===== config.mk =====
export PLATFORM = sky130hd
export DESIGN_NAME = trace_stack
export DESIGN_NICKNAME = d
export VERILOG_FILES = /design/src/rtl/trace_stack.sv
export SDC_FILE = /design/constraint.sdc
export NUM_CORES = 1
export LEC_CHECK = 0
export BUFFER_PORTS_ARGS = -buffer_cell sky130_fd_sc_hd__buf_2
export CORE_ASPECT_RATIO = 0.8
export CORE_MARGIN = 1.5
export CORE_UTILIZATION = 62
export DETAILED_ROUTE_END_ITERATION = 12
export PLACE_DENSITY = 0.9
export SLEW_MARGIN = 20
export SYNTH_ARGS = -nofsm -noshare
export SYNTH_HDL_FRONTEND = slang
export SYNTH_SLANG_ARGS = --single-unit

===== constraint.sdc =====
create_clock -name clock -period 7.6 [get_ports clock]
set_input_delay 0.38 -clock clock [delete_from_list [all_inputs] [get_ports clock]]
set_output_delay 0.38 -clock clock [all_outputs]
set_load 0.1 [all_outputs]

===== src/rtl/trace_stack.sv =====
// trace_stack: LIFO assignment trail for the DPLL controller with a live decision-level count.
// Top of stack is visible combinationally; push, pop and replace each take effect at one clock edge.
`ifndef MAX_VARS
`define MAX_VARS 16
`endif
`ifndef MAX_VARS_BITS
`define MAX_VARS_BITS 4
`endif

module trace_stack #(
    parameter int DEPTH    = `MAX_VARS,
    parameter int VAR_BITS = `MAX_VARS_BITS,
    parameter int CNT_BITS = $clog2(DEPTH + 1)
) (
    input  logic                clock,
    input  logic                reset,
    input  logic                clear,
    input  logic                push,
    input  logic [VAR_BITS-1:0] var_in,
    input  logic                val_in,
    input  logic                type_in,
    input  logic                pop,
    output logic [VAR_BITS-1:0] var_out,
    output logic                val_out,
    output logic                type_out,
    output logic                empty,
    output logic                full,
    output logic [CNT_BITS-1:0] count,
    output logic [CNT_BITS-1:0] decision_level,
    output logic                overflow,
    output logic                underflow
);

    localparam int IDX_BITS = (DEPTH > 1) ? $clog2(DEPTH) : 1;

    typedef struct packed {
        logic [VAR_BITS-1:0] vidx;
        logic                val;
        logic                typ;
    } entry_t;

    entry_t              mem_q [DEPTH];
    logic [CNT_BITS-1:0] count_q, count_d;
    logic [CNT_BITS-1:0] level_q, level_d;
    logic                ovf_q, ovf_d;
    logic                udf_q, udf_d;

    logic                wr_en;
    logic [IDX_BITS-1:0] wr_idx;
    logic [IDX_BITS-1:0] top_idx;
    entry_t              wr_data;
    entry_t              top;
    logic                is_empty;
    logic                is_full;

    assign is_empty = (count_q == '0);
    assign is_full  = (count_q == CNT_BITS'(DEPTH));
    assign top_idx  = is_empty ? '0 : IDX_BITS'(count_q - CNT_BITS'(1));
    assign top      = mem_q[top_idx];
    assign wr_data  = '{vidx: var_in, val: val_in, typ: type_in};

    // NOTE: always_comb uses blocking '=' with a default for every target first, so no latch is inferred.
    always_comb begin
        count_d = count_q;
        level_d = level_q;
        ovf_d   = ovf_q;
        udf_d   = udf_q;
        wr_en   = 1'b0;
        wr_idx  = IDX_BITS'(count_q);

        if (clear) begin
            count_d = '0;
            level_d = '0;
            ovf_d   = 1'b0;
            udf_d   = 1'b0;
        end else if (push && pop && !is_empty) begin
            // Replace in place: legal even when full, count unchanged.
            wr_en   = 1'b1;
            wr_idx  = top_idx;
            level_d = level_q - CNT_BITS'(top.typ) + CNT_BITS'(type_in);
        end else if (push) begin
            if (pop) begin
                udf_d = 1'b1;
            end
            if (!is_full) begin
                wr_en   = 1'b1;
                count_d = count_q + CNT_BITS'(1);
                level_d = level_q + CNT_BITS'(type_in);
            end else begin
                ovf_d = 1'b1;
            end
        end else if (pop) begin
            if (is_empty) begin
                udf_d = 1'b1;
            end else begin
                count_d = count_q - CNT_BITS'(1);
                level_d = level_q - CNT_BITS'(top.typ);
            end
        end
    end

    // NOTE: sequential state uses non-blocking '<=' so every register samples pre-edge values.
    always_ff @(posedge clock or posedge reset) begin
        if (reset) begin
            count_q <= '0;
            level_q <= '0;
            ovf_q   <= 1'b0;
            udf_q   <= 1'b0;
        end else begin
            count_q <= count_d;
            level_q <= level_d;
            ovf_q   <= ovf_d;
            udf_q   <= udf_d;
        end
    end

    // NOTE: the entry array is deliberately not reset; count alone defines which entries are valid.
    always_ff @(posedge clock) begin
        if (wr_en) begin
            mem_q[wr_idx] <= wr_data;
        end
    end

    assign var_out        = is_empty ? '0 : top.vidx;
    assign val_out        = is_empty ? 1'b0 : top.val;
    assign type_out       = is_empty ? 1'b0 : top.typ;
    assign empty          = is_empty;
    assign full           = is_full;
    assign count          = count_q;
    assign decision_level = level_q;
    assign overflow       = ovf_q;
    assign underflow      = udf_q;

endmodule


==> results of run 1 <==
## state kept, by name, summed over array words and instances, names as in the netlist
signal          flops
mem_q              96
count               5
decision_level      5
overflow            1
underflow           1
## metrics by stage
step | util | instances | setup WS (ps) | hold slack [ps] | area [sq um]
2_1_floorplan | - | 399 | 1540 | 245 | 5150
3_3_place_gp | 0.667 | 515 | 2960 | 406 | 5330
3_5_place_dp | 0.667 | 515 | 2730 | 428 | 5330
4_1_cts | 0.693 | 531 | 2770 | 9.28 | 5530
5_1_grt | 0.693 | 531 | 2350 | 38.6 | 5530
6_report | 0.693 | 531 | 2650 | 15.6 | 5530
## kinds of logic (layout without fill, tap and decap cells)
kind of cell,Yosys count,in the layout,synth area share
AOI/OAI and AO/OA,58,58,0.0780
xor gates and xnor gates,11,11,0.0187
adders and majority gates,9,9,0.0219
buffers and inverters,35,59,0.0345
DFF,108,108,0.618
muxes,53,53,0.106
and+or+nand+nor,125,125,0.122
## cell type report
cell class	count	area, sq um
clock buffer	9	124
clock inverter	7	82.6
fill	586	2450
inverter	11	43.8
multi-input combinational	256	1800
sequential	108	3180
tap	108	135
timing repair buffer	32	165
## synth_stat cells, types with 4 or more instances
| master | n | area, sq um |
|---|---|---|
| o22ai_1 | 11 | 68.8 |
| clkbuf_1 | 7 | 26.3 |
| o211ai_1 | 4 | 30.0 |
| nand2_1 | 32 | 120 |
| dfrtp_1 | 12 | 300 |
| nor3_1 | 8 | 40.0 |
| mux2i_1 | 48 | 480 |
| o21ai_0 | 6 | 30.0 |
| mux2_2 | 4 | 45.0 |
| nor2_1 | 35 | 131 |
| ha_1 | 9 | 113 |
| inv_1 | 9 | 33.8 |
| nand3_1 | 19 | 95.1 |
| a21oi_1 | 10 | 50.1 |
| nand4_1 | 5 | 31.3 |
| buf_6 | 4 | 45.0 |
| xor2_1 | 4 | 35.0 |
| edfxtp_1 | 96 | 2880 |
| a22oi_1 | 6 | 45.0 |
| buf_2 | 11 | 55.1 |
| or3_1 | 4 | 25.0 |
| xnor2_1 | 7 | 61.3 |
## worst min-delay path by stage
stage	end	start	slack, ps
floorplan	count[0]	reset	240
global placement	count[1]	reset	410
detailed placement	count[0]	reset	430
CTS	decision_level[0]	reset	9
global route	count[0]	reset	40
finish	decision_level[0]	reset	20
## critical path: stages, from the launching register on
cell and delay (ps):
dfrtp_1 820, inv_2 250, ha_1 410, nand2b_1 240, o21ai_4 80, buf_4 590
mux4_2 420, a22oi_1 240, o21ai_0 130, ha_1 220, ha_1 290, inv_1 70
ha_1 260, o31a_1 300, o22ai_1 180, nor3b_2 80, xnor2_1 140, nor2_1 50
## metal layers
layer,part of all wire,track usage
met1,0.44,0.355
met2,0.47,0.362
met3,0.081,0.0660
met4,0.011,0.0548
met5,0,0
==> results.md, run 1 <==
- Status: finished clean
- Worst setup path end: decision_level[2]
- Clock sinks: 108
- DR iter-0 viols: 311
- Rows: 29
- NumNets Final: 438
- DRC Markers: 0
- CP startpoint: count[0]
- Final setup viols: 0
- CTS clock-pin slew for the worst setup and hold paths: 110 ps
- EDFF count, synth: 96
- Largest net degree at the start of global routing: 46
- GRT Overall Usage: 0.241
- Fmax: 202 MHz
- Antenna diodes: 0
- Avg Vias per Cell: 6.27
- Clk Latency, worst-skew pair: 380 ps
- Worst r2r src: count[0]
- Slew at the pin closest to its max-slew limit: 757 ps
- DR WL/cell: 19.3 um
- Io pins: 31
- CTS tree: built
- Count of cell types in the netlist: 54
- Max-cap violations: 0
- Most frequent cells in the layout: 96 x edfxtp_1, 48 x mux2i_1, 35 x nor2_1
- CTS Hold Bufs: 0
- Required time of the critical path: 7860 ps
- Number of CTS-inserted buffers: 9
- Root Buffer: clkbuf_8
- Worst relative slew slack: 0.495
- Setup CP Type: flip-flop to flip-flop
- Register area share after synthesis: 0.618
- First-pass detailed-route iteration total: 7
- Ys async rst share: 0.111
- CP startpoint kind: flip-flop
- Post-synthesis net count: 419
- Vias in the first global route: 3085
- Vias: 3330
- CTS Buffer Depth: 2
- Tcrit/Tclk final: 0.651
- Worst R2R Setup Slack: 2650 ps
- Die area: 8860 sq um
- Dominant synthesized flop cell: edfxtp_1
- Setup_tns: 0 ps
- Post-Syn Instances: 399
- Starting Density: 0.645
- Critical Path Fanout Max: 45
- Arr. time, crit path: 5210 ps
- RSZ-0062 raised after global routing: no
- Global-route wire length before repair: 16000 um
- Post-CTS sizing: 0
- Die H: 84.5 um
- Synth warnings: 0
- Setup bufs post-CTS: 0
- PortBufs: 30
- Antenna viol nets, final: 0
- Slew Limit Fails: 0
- Global route overflow: 0
- Layout area overhead: 7.46%
- Reg2reg path depth: 17
- Initial antenna violation count: 0
- Netlist Area Pre-Place: 5150 sq um
- Final Wtd Congestion: 0.925
- Avg Inst Size Synth: 12.9 sq um
- H-Tree Depth: 3
- Final clock skew: 12.2 ps
- DIE WIDTH: 105 um
- R2r endpoint: decision_level[2]
- Hold WC Path Type: primary input to asynchronous set/reset pin
- Minimum clock period after layout: 4950 ps
- Yosys reg bits: 108
- Final Hold Viols: 0
- Crit. End Element: flip-flop
- Commonest non-fill, non-tap cell in the layout: edfxtp_1
- Core Area: 7980 sq um
- Ratio of cells with drive above 1 in the final layout: 0.156
- WL final: 10300 um
- Hpwl dp: 6990 um
Power of run 1 is not shown: default switching activity piles up to over one toggle a cycle in this logic, so the estimate is an artifact.
==> run 2, diff against run 1 <==
Settings changed: CORE_UTILIZATION 62 to 55, PLACE_DENSITY 0.9 to 0.85.
Clock period 7.6 ns to 4.1 ns, I/O delays scaled along.
==> run 2 against run 1 <==
  * Core utilization fell by 6.1 points
  * Global-route usage fell by 0.76 points
  * Maximum frequency rose by 29%
  * Count of clock-buffer cells in the layout rose by 2
  * Worst setup slack got worse by 2400 ps
  * Register-to-register slack got worse by 2400 ps
  * Sequential share of layout area fell by 2.0 points
  * Clock skew fell by 2.0 ps
  * Critical endpoint unchanged
  * Non-clock buffer count rose by 10
  * Cell area rose by 3.7%
  * First-iteration DRC count fell by 0.96%
  * Critical path depth did not move
==> results.md, run 2 (synthesized netlist as in run 1, its figures left out) <==
- Top routing layer used: met4
- Met1 Routed Length: 4740 um
- Final cell count without fillers: 547
- Tcrit/Tclk final: 0.936
- Top reg by flops: mem_q
- Rows: 31
- Hpwl dp: 7500 um
- Minimum clock period after layout: 3840 ps
- GRT Overall Usage: 0.233
- Max reg flops: 96
- Starting Density: 0.567
- Ratio of cells with drive above 1 in the final layout: 0.188
- WL final: 10900 um
- Crit-path leading delay family: compound AO/OA/AOI/OAI gates
- DR WL/cell: 20.0 um
- CP startpoint kind: flip-flop
- Vias in the first global route: 3378
- Arr. time, crit path: 4070 ps
- Die area: 9950 sq um
- Fmax: 261 MHz
- Most frequent cells in the layout: 96 x edfxtp_1, 48 x mux2i_1, 35 x nor2_1
- Slew Limit Fails: 0
- Met3 wire length: 751 um
- Vias: 3424
- Number of CTS-inserted buffers: 9
- Layout area overhead: 11.5%
- Status: finished clean
- Clk Latency, worst-skew pair: 350 ps
- Largest net degree at the start of global routing: 38
- Root Buffer: clkbuf_16
- Commonest non-fill, non-tap cell in the layout: edfxtp_1
- Hold WC Path Type: primary input to flip-flop
- H-Tree Depth: 3
- Final Hold Viols: 0
- Io pins: 31
- Antenna diodes: 0
- CTS Buffer Depth: 2
- First-pass detailed-route iteration total: 7
- DIE WIDTH: 111 um
- Initial antenna violation count: 0
- CTS clock-pin slew for the worst setup and hold paths: 70 ps
- Final clock skew: 10.2 ps
- Core Area: 9080 sq um
- Met2 routed WL: 5300 um
- PortBufs: 30
- Placed Cells incl. Taps: 530
- Crit-path max cell delay: 460 ps
- DR iter-0 viols: 308
- CP Cell Sequence: inv_2 > ha_2 > buf_4 > mux2_2 > a222oi_1 > mux2i_1 > a221oi_1 > o21ai_0 > ha_1 > ha_1 > inv_1 > ha_2 > o31a_1 > o22ai_1 > nor3b_2 > xnor2_1 > nor2_1
- Crit. End Element: flip-flop
- Final setup viols: 0
- Avg Vias per Cell: 6.26
- NumNets Final: 448
- Worst relative slew slack: 0.569
- Global route overflow: 0
- Clock sinks: 108
- Global-route wire length before repair: 17400 um
- WP buf/inv: 3
- Required time of the critical path: 4330 ps
- Slew at the pin closest to its max-slew limit: 643 ps
- DRC Markers: 0
- Worst R2R Setup Slack: 260 ps
- Die H: 89.5 um
- Max-cap violations: 0
- Final Wtd Congestion: 0.900
- Antenna viol nets, final: 0
- Critical Path Fanout Max: 8
- Hold slack: 209 ps
- CTS tree: built
- CP max-delay cell: dfrtp_2
- Setup CP Type: flip-flop to flip-flop
## run 2: per-layer routing
layer / global-route usage / vias to the layer above
li1: - / 1566
met1: 0.310 / 1698
met2: 0.392 / 147
met3: 0.0583 / 13
met4: 0.0633 / 0
met5: 0 / -
## run 2: final cells by class
class | instances | area [sq um]
fillers | 679 | 3340
flip-flops and latches | 108 | 3190
multi-input cells | 256 | 1830
repair buffers | 42 | 243
clock buffers | 11 | 233
well taps | 115 | 144
clock inverters | 4 | 51.3
inverters | 11 | 48.8
## run 2: path summary, 6_finish.rpt
check                         start  cells past startpoint                end
min                           clear                      2           overflow
max in group asynchronous     reset                      3           count[0]
max reg2reg                count[1]                     17  decision_level[2]
max                        count[1]                     17  decision_level[2]
min reg2reg                overflow                      2           overflow
min in group asynchronous     reset                      3           count[4]
## run 2: stage by stage
| stage | cell area [sq um] | setup WS, ps | util | TNS [ps] |
|---|---|---|---|---|
| 2_1_floorplan | 5180 | -88.2 | - | -88.2 |
| 3_3_place_gp | 5420 | 212 | 0.597 | 0 |
| 3_5_place_dp | 5420 | 34.5 | 0.597 | 0 |
| 4_1_cts | 5720 | 165 | 0.630 | 0 |
| 5_1_grt | 5740 | -67.8 | 0.632 | -67.8 |
| 6_report | 5740 | 264 | 0.632 | 0 |
## run 2: timing repair
action | in CTS | in global routing
pin swaps | 0 | 2
endpoints found under the hold margin | 12 | 0
hold buffers | 1 | 0
resized for setup | 1 | 5
buffers inserted | 0 | 1
setup endpoints to repair | 1 | 2
## run 2: worst reg2reg max path, stage by stage (launching register included)
cell and delay [ps]:
dfrtp_2 460, inv_2 110, ha_2 210, buf_4 170
mux2_2 340, a222oi_1 330, mux2i_1 130, a221oi_1 280
o21ai_0 140, ha_1 230, ha_1 290, inv_1 70
ha_2 220, o31a_1 290, o22ai_1 190, nor3b_2 70
xnor2_1 140, nor2_1 50
Power of run 2 is left out for the same reason.
==> run 3, diff against run 2 <==
Settings changed: ABC_AREA from default to 1.
==> run 3 against run 2 <==
  * Flip-flop and latch count stayed put
  * Die area is 0.62% lower
  * Via count is 15% higher
  * Critical endpoint is now var_out[1]
==> results.md, run 3 <==
- Status: finished clean
- Setup ws final: 287 ps
- Global-route wire length before repair: 19100 um
- Count of cell types in the netlist: 27
- Synth Area in XOR/XNOR: 0.0188
- Antenna viol nets, final: 0
- CTS tree: built
- Rows: 31
- R2r endpoint: decision_level[4]
- Most common cell in the synthesized netlist: nand2_1
- Starting Density: 0.566
- Multiplexer share of the synthesized area: 0
- Clk Latency, worst-skew pair: 350 ps
- Vias in the first global route: 3660
- GRT Overall Usage: 0.257
- Critical Path Fanout Max: 34
- Root Buffer: clkbuf_16
- Post-synthesis net count: 539
- Post-Syn Instances: 519
- Netlist Area Pre-Place: 5120 sq um
- Core Area: 9040 sq um
- Io pins: 31
- Most frequent cells after synthesis: 181 x nand2_1, 96 x edfxtp_1, 84 x nand3_1
- Clock sinks: 108
- Hold path startpoint: clear
- Hold Path Stages: 4
- M1 GR Usage: 0.345
- Number of CTS-inserted buffers: 9
- Slew at the pin closest to its max-slew limit: 728 ps
- Crit. End Element: primary output
- Top reg by flops: mem_q
- Ratio of cells with drive above 1 in the final layout: 0.116
- Largest net degree at the start of global routing: 35
- EDFF count, synth: 96
- Die area: 9890 sq um
- Hold WC Path Type: primary input to flip-flop
- Post-Route Utilization: 0.624
- Synth warnings: 0
- Met2 Resource Use GR: 0.422
- Yosys top cell area share: 0.563
- Final Hold Viols: 0
- Fmax: 262 MHz
- RSZ-0062 raised after global routing: no
- Hold path endpoint: decision_level[3]
- CP startpoint kind: flip-flop
- Setup CP Type: flip-flop to primary output
- Routing usage on met3: 0.0597
- Register area share after synthesis: 0.622
- DR iter-0 viols: 350
- Compound-Gate Fraction of Synth Area: 0.0308
- CTS clock-pin slew for the worst setup and hold paths: 70 ps
- Setup bufs post-CTS: 0
- Slew Limit Fails: 0
- Dominant synthesized flop cell: edfxtp_1
- Final setup viols: 0
- Busiest grt layer: met2
- Final clock skew: 6.16 ps
- WL final: 12200 um
- Ys async rst share: 0.111
- Worst r2r src: count[0]
- Final Wtd Congestion: 0.967
- Largest cells by area after synthesis: edfxtp_1 56%, nand2_1 13%, nand3_1 8.2%, dfrtp_1 5.9%, nor2_1 2.4%
- Initial antenna violation count: 0
- Global route overflow: 0
- H-Tree Depth: 3
- Tcrit/Tclk final: 0.930
- Simple-Gate Fraction of Synth Area: 0.258
- Yosys reg bits: 108
- Arr. time, crit path: 3610 ps
- Hpwl dp: 8210 um
- Avg Vias per Cell: 5.91
- Required time of the critical path: 3890 ps
- Max reg flops: 96
- Avg Inst Size Synth: 9.86 sq um
- Setup_tns: 0 ps
- Max-cap violations: 0
- Layout area overhead: 10.2%
- CTS Buffer Depth: 2
- Commonest non-fill, non-tap cell in the layout: nand2_1
- Filler instances: 688
- DR WL/cell: 18.3 um
- Setup WS pre-CTS: 478 ps
- Antenna diodes: 0
- Largest area contributor in the netlist: edfxtp_1
- Largest family of logic cells by synthesized area: simple AND/OR/NAND/NOR gates
- DIE WIDTH: 111 um
- Worst relative slew slack: 0.514
- First-pass detailed-route iteration total: 8
- PortBufs: 30
- Reg2reg path depth: 21
- Minimum clock period after layout: 3810 ps
- Die H: 89.3 um
- Most frequent cells in the layout: 181 x nand2_1, 96 x edfxtp_1, 84 x nand3_1
- Vias: 3942
- DRC Markers: 0
- Synthesized-area fraction occupied by adder cells: 0.0220
- NumNets Final: 567
- Worst R2R Setup Slack: 310 ps
[run 3: layout make-up]
type / count / area, sq um / share of cell area
inverter: 37 / 139 / 0.0246
multi-input combinational: 356 / 1690 / 0.300
sequential: 108 / 3180 / 0.565
clock buffer: 10 / 229 / 0.0406
timing repair buffer: 35 / 190 / 0.0337
clock inverter: 6 / 63.8 / 0.0113
tap: 115 / 144 / 0.0255
[run 3: layer usage]
metal	part of all wire	up-vias
met5	0	-
met4	0.029	0
met3	0.089	47
met2	0.47	212
met1	0.41	1881
li1	-	1802
[run 3: cells by family after synthesis]
group,count (synthesis)
AOI/OAI and AO/OA,28
xor gates and xnor gates,11
adders and majority gates,9
buffers and inverters,55
DFF,108
and+or+nand+nor,308
[run 3: worst max path at each step]
stage                   from                end  slack (ps)  cells after the start
floorplan           count[0]           type_out          60                      7
global placement    count[0]  decision_level[4]         670                     21
detailed placement  count[0]  decision_level[4]         480                     21
CTS                 count[0]         var_out[1]         150                     14
global route        count[0]         var_out[1]          30                     14
finish              count[0]         var_out[1]         290                     14
[run 3: through the flow]
stage                     hold slack [ps]  instance area (sq um)  std cells
after detailed placement              253                   5330        650
after global routing                  254                   5640        667
final                                 234                   5640        667
after CTS                             220                   5630        667
after floorplan                      69.7                   5120        519
after global placement                229                   5330        650
[run 3: timing repair]
| action | 4_1_cts | 5_1_grt |
|---|---|---|
| hold buffers | 1 | 0 |
| gates resized for setup | 0 | 1 |
| hold endpoints to repair | 12 | 0 |
| setup endpoints to repair | 0 | 5 |
[run 3: critical path, stage by stage, from the launching register on]
cell	delay [ps]
dfrtp_1	540
inv_2	210
ha_1	290
nand3_4	210
nand2_4	270
buf_4	290
inv_2	280
buf_4	240
nand2_1	70
nand3_1	80
nand2_1	70
nand2_1	80
nand3_1	90
nand2_1	80
buf_2	430
Power of run 3 is left out for the same reason.
